--- src/rtl/regfile_pkg.sv ---
// Shared definitions for the register-file command initiator.
// Default sizes, command op encodings and FSM state type.
package regfile_pkg;

    localparam int WIDTH_DEF  = 4;
    localparam int ADDR_W_DEF = 3;

    localparam logic [1:0] OP_WRITE = 2'b00;
    localparam logic [1:0] OP_READ  = 2'b01;
    localparam logic [1:0] OP_ADD   = 2'b10;
    localparam logic [1:0] OP_RSV   = 2'b11;

    typedef enum logic [1:0] {
        IDLE = 2'b00,
        EXEC = 2'b01,
        WB   = 2'b10,
        RESP = 2'b11
    } state_t;

endpackage

--- src/rtl/regfile_initiator.sv ---
// Command-driven initiator for an async-read / sync-write register file.
// One command in flight: latch, execute, optional write-back, respond.
module regfile_initiator
    import regfile_pkg::*;
#(
    parameter int WIDTH  = WIDTH_DEF,
    parameter int ADDR_W = ADDR_W_DEF
) (
    input  logic              clk,
    input  logic              rst_n,
    input  logic              cmd_valid,
    output logic              cmd_ready,
    input  logic [1:0]        cmd_op,
    input  logic [ADDR_W-1:0] cmd_rd,
    input  logic [ADDR_W-1:0] cmd_rs1,
    input  logic [ADDR_W-1:0] cmd_rs2,
    input  logic [WIDTH-1:0]  cmd_data,
    output logic              rsp_valid,
    input  logic              rsp_ready,
    output logic [WIDTH-1:0]  rsp_data1,
    output logic [WIDTH-1:0]  rsp_data2,
    output logic              rsp_carry,
    output logic              rsp_err,
    output logic [ADDR_W-1:0] rf_read_reg1,
    output logic [ADDR_W-1:0] rf_read_reg2,
    input  logic [WIDTH-1:0]  rf_read_data1,
    input  logic [WIDTH-1:0]  rf_read_data2,
    output logic              rf_we,
    output logic [ADDR_W-1:0] rf_write_reg,
    output logic [WIDTH-1:0]  rf_write_data
);

    state_t              r_state;
    state_t              w_next;

    logic [1:0]          r_op;
    logic [ADDR_W-1:0]   r_rd;
    logic [ADDR_W-1:0]   r_rs1;
    logic [ADDR_W-1:0]   r_rs2;
    logic [WIDTH-1:0]    r_data;

    logic                r_rsp_valid;
    logic [WIDTH-1:0]    r_d1;
    logic [WIDTH-1:0]    r_d2;
    logic                r_carry;
    logic                r_err;

    logic                w_err;
    logic                w_accept;
    logic                w_rsp_fire;
    logic [WIDTH-1:0]    w_rd1;
    logic [WIDTH-1:0]    w_rd2;
    logic [WIDTH:0]      w_sum;

    assign w_accept   = (r_state == IDLE) && cmd_valid;
    assign w_rsp_fire = (r_state == RESP) && r_rsp_valid && rsp_ready;

    assign w_err = (r_op == OP_RSV) ||
                   (((r_op == OP_WRITE) || (r_op == OP_ADD)) &&
                    (r_rd == '0));

    // entry 0 always reads as zero regardless of the attached file
    assign w_rd1 = (r_rs1 == '0) ? '0 : rf_read_data1;
    assign w_rd2 = (r_rs2 == '0) ? '0 : rf_read_data2;
    assign w_sum = {1'b0, w_rd1} + {1'b0, r_data};

    // response fields are forced to zero while no response is offered
    assign rsp_valid = r_rsp_valid;
    assign rsp_data1 = r_rsp_valid ? r_d1    : '0;
    assign rsp_data2 = r_rsp_valid ? r_d2    : '0;
    assign rsp_carry = r_rsp_valid ? r_carry : 1'b0;
    assign rsp_err   = r_rsp_valid ? r_err   : 1'b0;

    // state register
    always_ff @(posedge clk or negedge rst_n) begin
        if (!rst_n) begin
            r_state <= IDLE;
        end else begin
            r_state <= w_next;
        end
    end

    // next state and register-file port drive
    always_comb begin
        w_next        = r_state;
        cmd_ready     = 1'b0;
        rf_we         = 1'b0;
        rf_write_reg  = '0;
        rf_write_data = '0;
        rf_read_reg1  = '0;
        rf_read_reg2  = '0;
        unique case (r_state)
            IDLE: begin
                cmd_ready = 1'b1;
                if (cmd_valid) begin
                    w_next = EXEC;
                end
            end
            EXEC: begin
                rf_read_reg1 = r_rs1;
                rf_read_reg2 = r_rs2;
                if ((r_op == OP_WRITE) && !w_err) begin
                    rf_we         = 1'b1;
                    rf_write_reg  = r_rd;
                    rf_write_data = r_data;
                end
                w_next = (r_op == OP_ADD) ? WB : RESP;
            end
            WB: begin
                if (!w_err) begin
                    rf_we         = 1'b1;
                    rf_write_reg  = r_rd;
                    rf_write_data = r_d1;
                end
                w_next = RESP;
            end
            RESP: begin
                if (r_rsp_valid && rsp_ready) begin
                    w_next = IDLE;
                end
            end
            default: w_next = IDLE;
        endcase
    end

    // latch the whole command on acceptance
    always_ff @(posedge clk or negedge rst_n) begin
        if (!rst_n) begin
            r_op   <= OP_WRITE;
            r_rd   <= '0;
            r_rs1  <= '0;
            r_rs2  <= '0;
            r_data <= '0;
        end else if (w_accept) begin
            r_op   <= cmd_op;
            r_rd   <= cmd_rd;
            r_rs1  <= cmd_rs1;
            r_rs2  <= cmd_rs2;
            r_data <= cmd_data;
        end
    end

    // capture results at the end of EXEC; they hold through RESP
    always_ff @(posedge clk or negedge rst_n) begin
        if (!rst_n) begin
            r_d1    <= '0;
            r_d2    <= '0;
            r_carry <= 1'b0;
            r_err   <= 1'b0;
        end else if (r_state == EXEC) begin
            r_err <= w_err;
            unique case (r_op)
                OP_WRITE: begin
                    r_d1    <= r_data;
                    r_d2    <= '0;
                    r_carry <= 1'b0;
                end
                OP_READ: begin
                    r_d1    <= w_rd1;
                    r_d2    <= w_rd2;
                    r_carry <= 1'b0;
                end
                OP_ADD: begin
                    r_d1    <= w_sum[WIDTH-1:0];
                    r_d2    <= '0;
                    r_carry <= w_sum[WIDTH];
                end
                default: begin
                    r_d1    <= '0;
                    r_d2    <= '0;
                    r_carry <= 1'b0;
                end
            endcase
        end else if (w_rsp_fire) begin
            r_d1    <= '0;
            r_d2    <= '0;
            r_carry <= 1'b0;
            r_err   <= 1'b0;
        end
    end

    // response is offered from the second RESP cycle until taken
    always_ff @(posedge clk or negedge rst_n) begin
        if (!rst_n) begin
            r_rsp_valid <= 1'b0;
        end else if (r_state == RESP) begin
            r_rsp_valid <= !(r_rsp_valid && rsp_ready);
        end else begin
            r_rsp_valid <= 1'b0;
        end
    end

endmodule

--- config.mk ---
export PLATFORM = sky130hd
export DESIGN_NAME = regfile_initiator
export DESIGN_NICKNAME = d
export VERILOG_FILES = /design/src/rtl/regfile_pkg.sv /design/src/rtl/regfile_initiator.sv
export SDC_FILE = /design/constraint.sdc
export NUM_CORES = 1
export LEC_CHECK = 0
export BUFFER_PORTS_ARGS = -buffer_cell sky130_fd_sc_hd__buf_2
export CAP_MARGIN = 20
export CORE_ASPECT_RATIO = 1.1
export CORE_MARGIN = 3
export CORE_UTILIZATION = 50
export CTS_CLUSTER_SIZE = 25
export DETAILED_ROUTE_END_ITERATION = 10
export PLACE_DENSITY = 0.89
export SETUP_SLACK_MARGIN = 0.1
export SYNTH_ARGS = -nofsm -noshare
export SYNTH_HDL_FRONTEND = slang
export SYNTH_SLANG_ARGS = --single-unit
--- constraint.sdc ---
create_clock -name clk -period 2.75 [get_ports clk]
set_clock_uncertainty 0.2 [all_clocks]
set_input_delay 0.275 -clock clk [delete_from_list [all_inputs] [get_ports clk]]
set_output_delay 0.275 -clock clk [all_outputs]
set_load 0.1 [all_outputs]
==> results of run 1 <==
[final cells by class]
class	count	area, um^2	share of cell area, %
multi-input cells	104	862.1	39.04
flip-flops and latches	28	700.7	31.73
repair buffers	76	516.7	23.40
well taps	34	42.54	1.926
inverters	9	33.78	1.530
clock inverters	1	30.03	1.360
clock buffers	3	22.52	1.020
[worst max-delay path, cell delays in order, from the launching register on]
cell	delay (ps)
dfrtp_1	430
inv_1	90
ha_1	230
nand2b_4	100
nor3_2	50
o31a_2	390
and2_2	200
buf_4	230
[repair_timing]
action                     4_1_cts  5_1_grt
hold endpoints to repair        49        0
setup endpoints to repair        0        7
setup buffers                    0        1
hold buffers                    22        0
resized for setup                0       15
[cell usage after synthesis, drive strengths merged, types with 2 or more instances]
master / number
dfrtp: 28
and2: 20
mux2: 16
a22o: 9
inv: 9
o21ai: 9
ha: 8
a21oi: 5
nand2: 5
nor2b: 5
nor3: 5
a22oi: 3
buf: 3
a21o: 2
clkbuf: 2
nand2b: 2
[worst max-delay path by stage]
| stage | cells past startpoint | to | from | slack (ps) |
|---|---|---|---|---|
| floorplan | 5 | r_data[3] | r_state[0] | 220 |
| global placement | 7 | rf_write_data[3] | r_state[1] | 550 |
| detailed placement | 7 | rf_write_data[3] | r_state[1] | 530 |
| CTS | 7 | rf_write_data[3] | r_state[1] | 120 |
| global route | 7 | rf_write_data[3] | r_state[1] | 70 |
| finish | 7 | rf_write_reg[1] | r_state[1] | 210 |
[registers in the layout, indices dropped and copies added, names as in the netlist]
name	cells
r_d1	4
r_state	2
r_rs1	3
r_err	1
rsp_valid	1
r_data	4
r_rd	3
r_rs2	3
r_op	2
r_carry	1
r_d2	4
[stage by stage]
step | util (%) | setup WS (ps) | cells
after floorplan | - | 224.9 | 146
after global placement | 62.03 | 551.6 | 228
after detailed placement | 62.03 | 532.4 | 228
after CTS | 70.90 | 116.3 | 254
after global routing | 71.84 | 65.79 | 255
final | 71.84 | 210.9 | 255
[cell usage in the layout, fill, tap and decap left out, types with 2 or more instances in the layout]
cell           Yosys  routed
a21o_1             2       2
buf_4              1       8
a22oi_1            3       3
a22o_1             9       9
nor2b_1            5       5
mux2_2            16      16
inv_1              8       8
clkbuf_4           1       3
nand2_1            5       5
dlygate4sd3_1      0      22
nor3_1             2       2
buf_2              2      45
and2_1            20      17
a21oi_1            5       5
o21ai_0            9       9
ha_1               8       8
and2_2             0       3
nor3_2             3       3
dfrtp_1           28      28
[logic make-up (layout without fill, tap and decap cells)]
group,Yosys count,after routing,synth area share (%)
XOR/XNOR,1,1,0.5406
buffers and inverters,14,89,3.861
flip-flops,28,28,43.24
AND/OR/NAND/NOR,44,44,18.46
AO/OA/AOI/OAI,33,33,14.75
multiplexers,17,17,11.74
adder cells (fa/ha/maj),9,9,7.413
[metal layers]
metal  GRT usage [%]  vias up  part of all wire, %
li1                -      669                    -
met1           25.63      654                   42
met2           38.24       51                   51
met3           4.912        7                  6.0
met4           4.155        0                  1.2
met5               0        -                    0
==> flow_summary.yaml, run 1 <==
outcome:
  run_status: "finished, final reports clean"
cts:
  insertion_delay_ps: 350
  clkTransAtPathRegs_ps: 160
  numCtsBuffers: 3
  clockBufferDepth: 2
  cts_root_buf: "clkbuf_4"
  cts.htree.levels: 1
  cts_tree: "built"
  clkSinkCount: 28
timing:
  slew_headroom_pct: 58.23
  finalSetupTns_ps: 0
  min_period_ps: 2539
  report.final.setup_viol: 0
  fmax_mhz: 393.8
  fin_crit_sh_pct: 92.33
  report.final.slew_viol_count: 0
  hold_viol_final: 0
  tightest_slew_ps: 626.6
  hold_slack_ps: 29.59
  grt_setup_unrepaired: "yes"
grt:
  track_usage_pct: 21.34
  grt_pass1_wl_um: 6354
  first_global_vias: 1380
  grt-ovfl-total: 0
  antenna_found_initial: 0
  grt_max_degree: 29
placed_design:
  dp_hpwl_um: 2635
  port-buffer-count: 52
  place_congestion: 0.8597
  placed_area_mm2: 0.001907
routing:
  via_per_inst: 5.416
  vias: 1381
  drt_iter0_drc: 38
  dr.pass1.iters: 4
  drt-wirelength-per-cell_um: 15.81
  wl_um: 4031
  ant_nets: 0
  drc: 0
yosys:
  ys_seq_area_share_pct: 43.24
  synth_edf_count: 0
  synth_area_mm2: 0.001620
  yosys-top-cells-area: "dfrtp_1 43%, mux2_2 11%, and2_1 7.7%"
  synth_cell_types: 36
  yosys.area.top_type: "dfrtp_1"
  synth_nets: 182
  async_flop_share_pct: 100.0
  synth.avg_cell_area_um2: 11.10
  synthCells: 146
  synth_top_area_share_pct: 43.24
  synth_warnings: 0
  ys_ff_latch: 28
  ys_dominant_reg_cell: "dfrtp_1"
setup_path:
  required_ps: 2280
  reg2reg_slack_ps: 510
  path_class: "register to output port"
  arrival_ps: 2060
  worst_r2r_endpoint: "r_d1[3]"
  critPathMaxFanout: 5
  worstSetupEndpointType: "output port"
  reg2reg_from: "r_rs1[0]"
  ff2ff_path_depth: 8
  worstSetupStartpointType: "register"
floorplan:
  initial_utilization_pct: 52.71
  ios: 53
  dieArea_mm2: 0.003960
  rows: 21
  core_area_mm2: 0.003074
  die-width_um: 60.28
  die_h_um: 65.71
cells_and_area:
  n_antenna_cell: 0
  drive_gt1_share_pct: 39.37
  areaGrowthSynthToFinish_pct: 36.29
  fin_nets: 258
  fillers: 227
  design_area_mm2: 0.002208
flow_run:
  drv_cap: 0
min_path:
  worstHoldStart: "rf_read_data1[0]"
  hp-class: "input pin to register"
  whs_path_depth: 3
  min_to: "r_d1[0]"
Power of run 1 is left out: the tool's default activity adds up to more than one toggle a clock period on the data nets, which glitch-free logic cannot reach.
==> run 2, diff against run 1 <==
--- a/config.mk
+++ b/config.mk
@@ -12,6 +12,7 @@
 export CORE_UTILIZATION = 50
 export CTS_CLUSTER_SIZE = 25
 export DETAILED_ROUTE_END_ITERATION = 10
+export GPL_TIMING_DRIVEN = 0
 export PLACE_DENSITY = 0.89
 export SETUP_SLACK_MARGIN = 0.1
 export SYNTH_ARGS = -nofsm -noshare
==> flow_summary.yaml, run 2 (synthesis gave the netlist of run 1 again) <==
timing:
  grt_setup_unrepaired: "no"
  finalSetupTns_ps: 0
  min_period_ps: 2546
  finalWorstSetupSlack_ps: 203.8
  fin_crit_sh_pct: 92.59
  report.final.slew_viol_count: 0
  fmax_mhz: 392.7
  hold_viol_final: 0
  hold_slack_ps: 34.26
  tightest_slew_ps: 607.4
  report.final.setup_viol: 0
  slew_headroom_pct: 59.51
setup_path:
  crit_path_top_delay_cell: "dfrtp_1"
  cp_top_family: "simple AND/OR/NAND/NOR gates"
  cpPeakStageDelay_ps: 440
  path_class: "register to output port"
  reg2reg_slack_ps: 410
  crit_buf_inv: 2
  required_ps: 2280
  worstSetupEndpointType: "output port"
  worstSetupStartpointType: "register"
  critPathMaxFanout: 5
  critical_path.cell_chain: "inv_1 > ha_2 > nand2b_4 > nor3_2 > and2_1 > a22o_1 > buf_4"
  arrival_ps: 2070
floorplan:
  initial_utilization_pct: 52.71
  dieArea_mm2: 0.003960
  die-width_um: 60.28
  rows: 21
  core_area_mm2: 0.003074
  ios: 53
  die_h_um: 65.71
placed_design:
  place_congestion: 0.8809
  dpl_worst_slack_ps: 427.9
  port-buffer-count: 52
  dp_hpwl_um: 2650
grt:
  antenna_found_initial: 0
  grt_pass1_wl_um: 6423
  grt-ovfl-total: 0
  first_global_vias: 1414
  track_usage_pct: 21.74
  grt_max_degree: 29
routing:
  drt-wirelength-per-cell_um: 15.53
  via_per_inst: 5.446
  wl_um: 4039
  vias: 1416
  dr.pass1.iters: 4
  ant_nets: 0
  drc: 0
  drt_iter0_drc: 54
cts:
  cts.htree.levels: 1
  clockBufferDepth: 2
  numCtsBuffers: 3
  cts_tree: "built"
  postCtsSetupBuffers: 0
  insertion_delay_ps: 330
  cts_root_buf: "clkbuf_4"
  clkSinkCount: 28
  clkTransAtPathRegs_ps: 140
cells_and_area:
  multi_input_area_um2: 864.6
  fin_nets: 262
  final_cell_mix: "47 x buf_2, 28 x dfrtp_1, 23 x dlygate4sd3_1"
  areaGrowthSynthToFinish_pct: 37.07
  fillers: 220
  top_regs: "r_d1: 4 flops, r_d2: 4 flops, r_data: 4 flops"
  drive_gt1_share_pct: 40.00
  seqCellArea_um2: 700.7
  final_common_cell: "buf_2"
min_path:
  hp-class: "input pin to register"
outcome:
  run_status: "finished, final reports clean"
flow_run:
  drv_cap: 0
run 2: cell count changes in the layout (fill, tap and decap cells not counted), sizes merged:
cell,change
clkbuf,+3
buf,+1
bufinv,-1
diode,+1
dlygate4sd3,+1
run 2: worst paths after layout:
| check | startpoint | end | depth (start not counted) |
|---|---|---|---|
| worst max-delay path | r_state[1] | rf_write_data[2] | 7 |
| worst min-delay path | rsp_ready | rsp_valid | 2 |
| worst max register to register | r_rs1[0] | r_d1[3] | 8 |
| worst min register to register | r_carry | r_carry | 1 |
| max in group asynchronous | rst_n | r_rd[1] | 2 |
| min in group asynchronous | rst_n | r_d2[0] | 2 |
run 2: worst register-to-register path: cells and delay by family (launching register included):
family | cells | cell delay (ps)
and+or+nand+nor | 2 | 630
AOI/OAI and AO/OA | 3 | 480
DFF | 1 | 440
adders and majority gates | 1 | 270
xor gates and xnor gates | 1 | 170
buffers and inverters | 1 | 60
run 2: stage by stage:
step	util (%)	std cells	instance area, um^2
after detailed placement	62.72	232	1928
after global routing	72.16	259	2218
after global placement	62.72	232	1928
after CTS	71.71	259	2205
final	72.24	260	2221
after floorplan	-	146	1625
run 2: what timing repair did:
action	4_1_cts	5_1_grt
endpoints found under the setup margin	4	7
hold buffers	23	0
hold endpoints to repair	50	0
resized for setup	4	8
run 2: final cells by class:
type | count | share of cell area [%]
Multi-Input combinational cell | 104 | 38.93
Clock buffer | 4 | 1.634
Buffer | 5 | 1.296
Tap cell | 34 | 1.915
Sequential cell | 28 | 31.55
Inverter | 9 | 1.521
Timing Repair Buffer | 75 | 23.04
Antenna cell | 1 | 0.1127
run 2: routing by layer:
metal | track usage [%] | vias to the layer above | routed length (um) | share of wire (%)
li1 | - | 674 | - | -
met1 | 25.22 | 674 | 1637 | 41
met2 | 38.92 | 61 | 2070 | 51
met3 | 3.340 | 7 | 262 | 6.5
met4 | 8.587 | 0 | 68 | 1.7
met5 | 0 | - | 0 | 0
Power of run 2 is left out for the same reason.
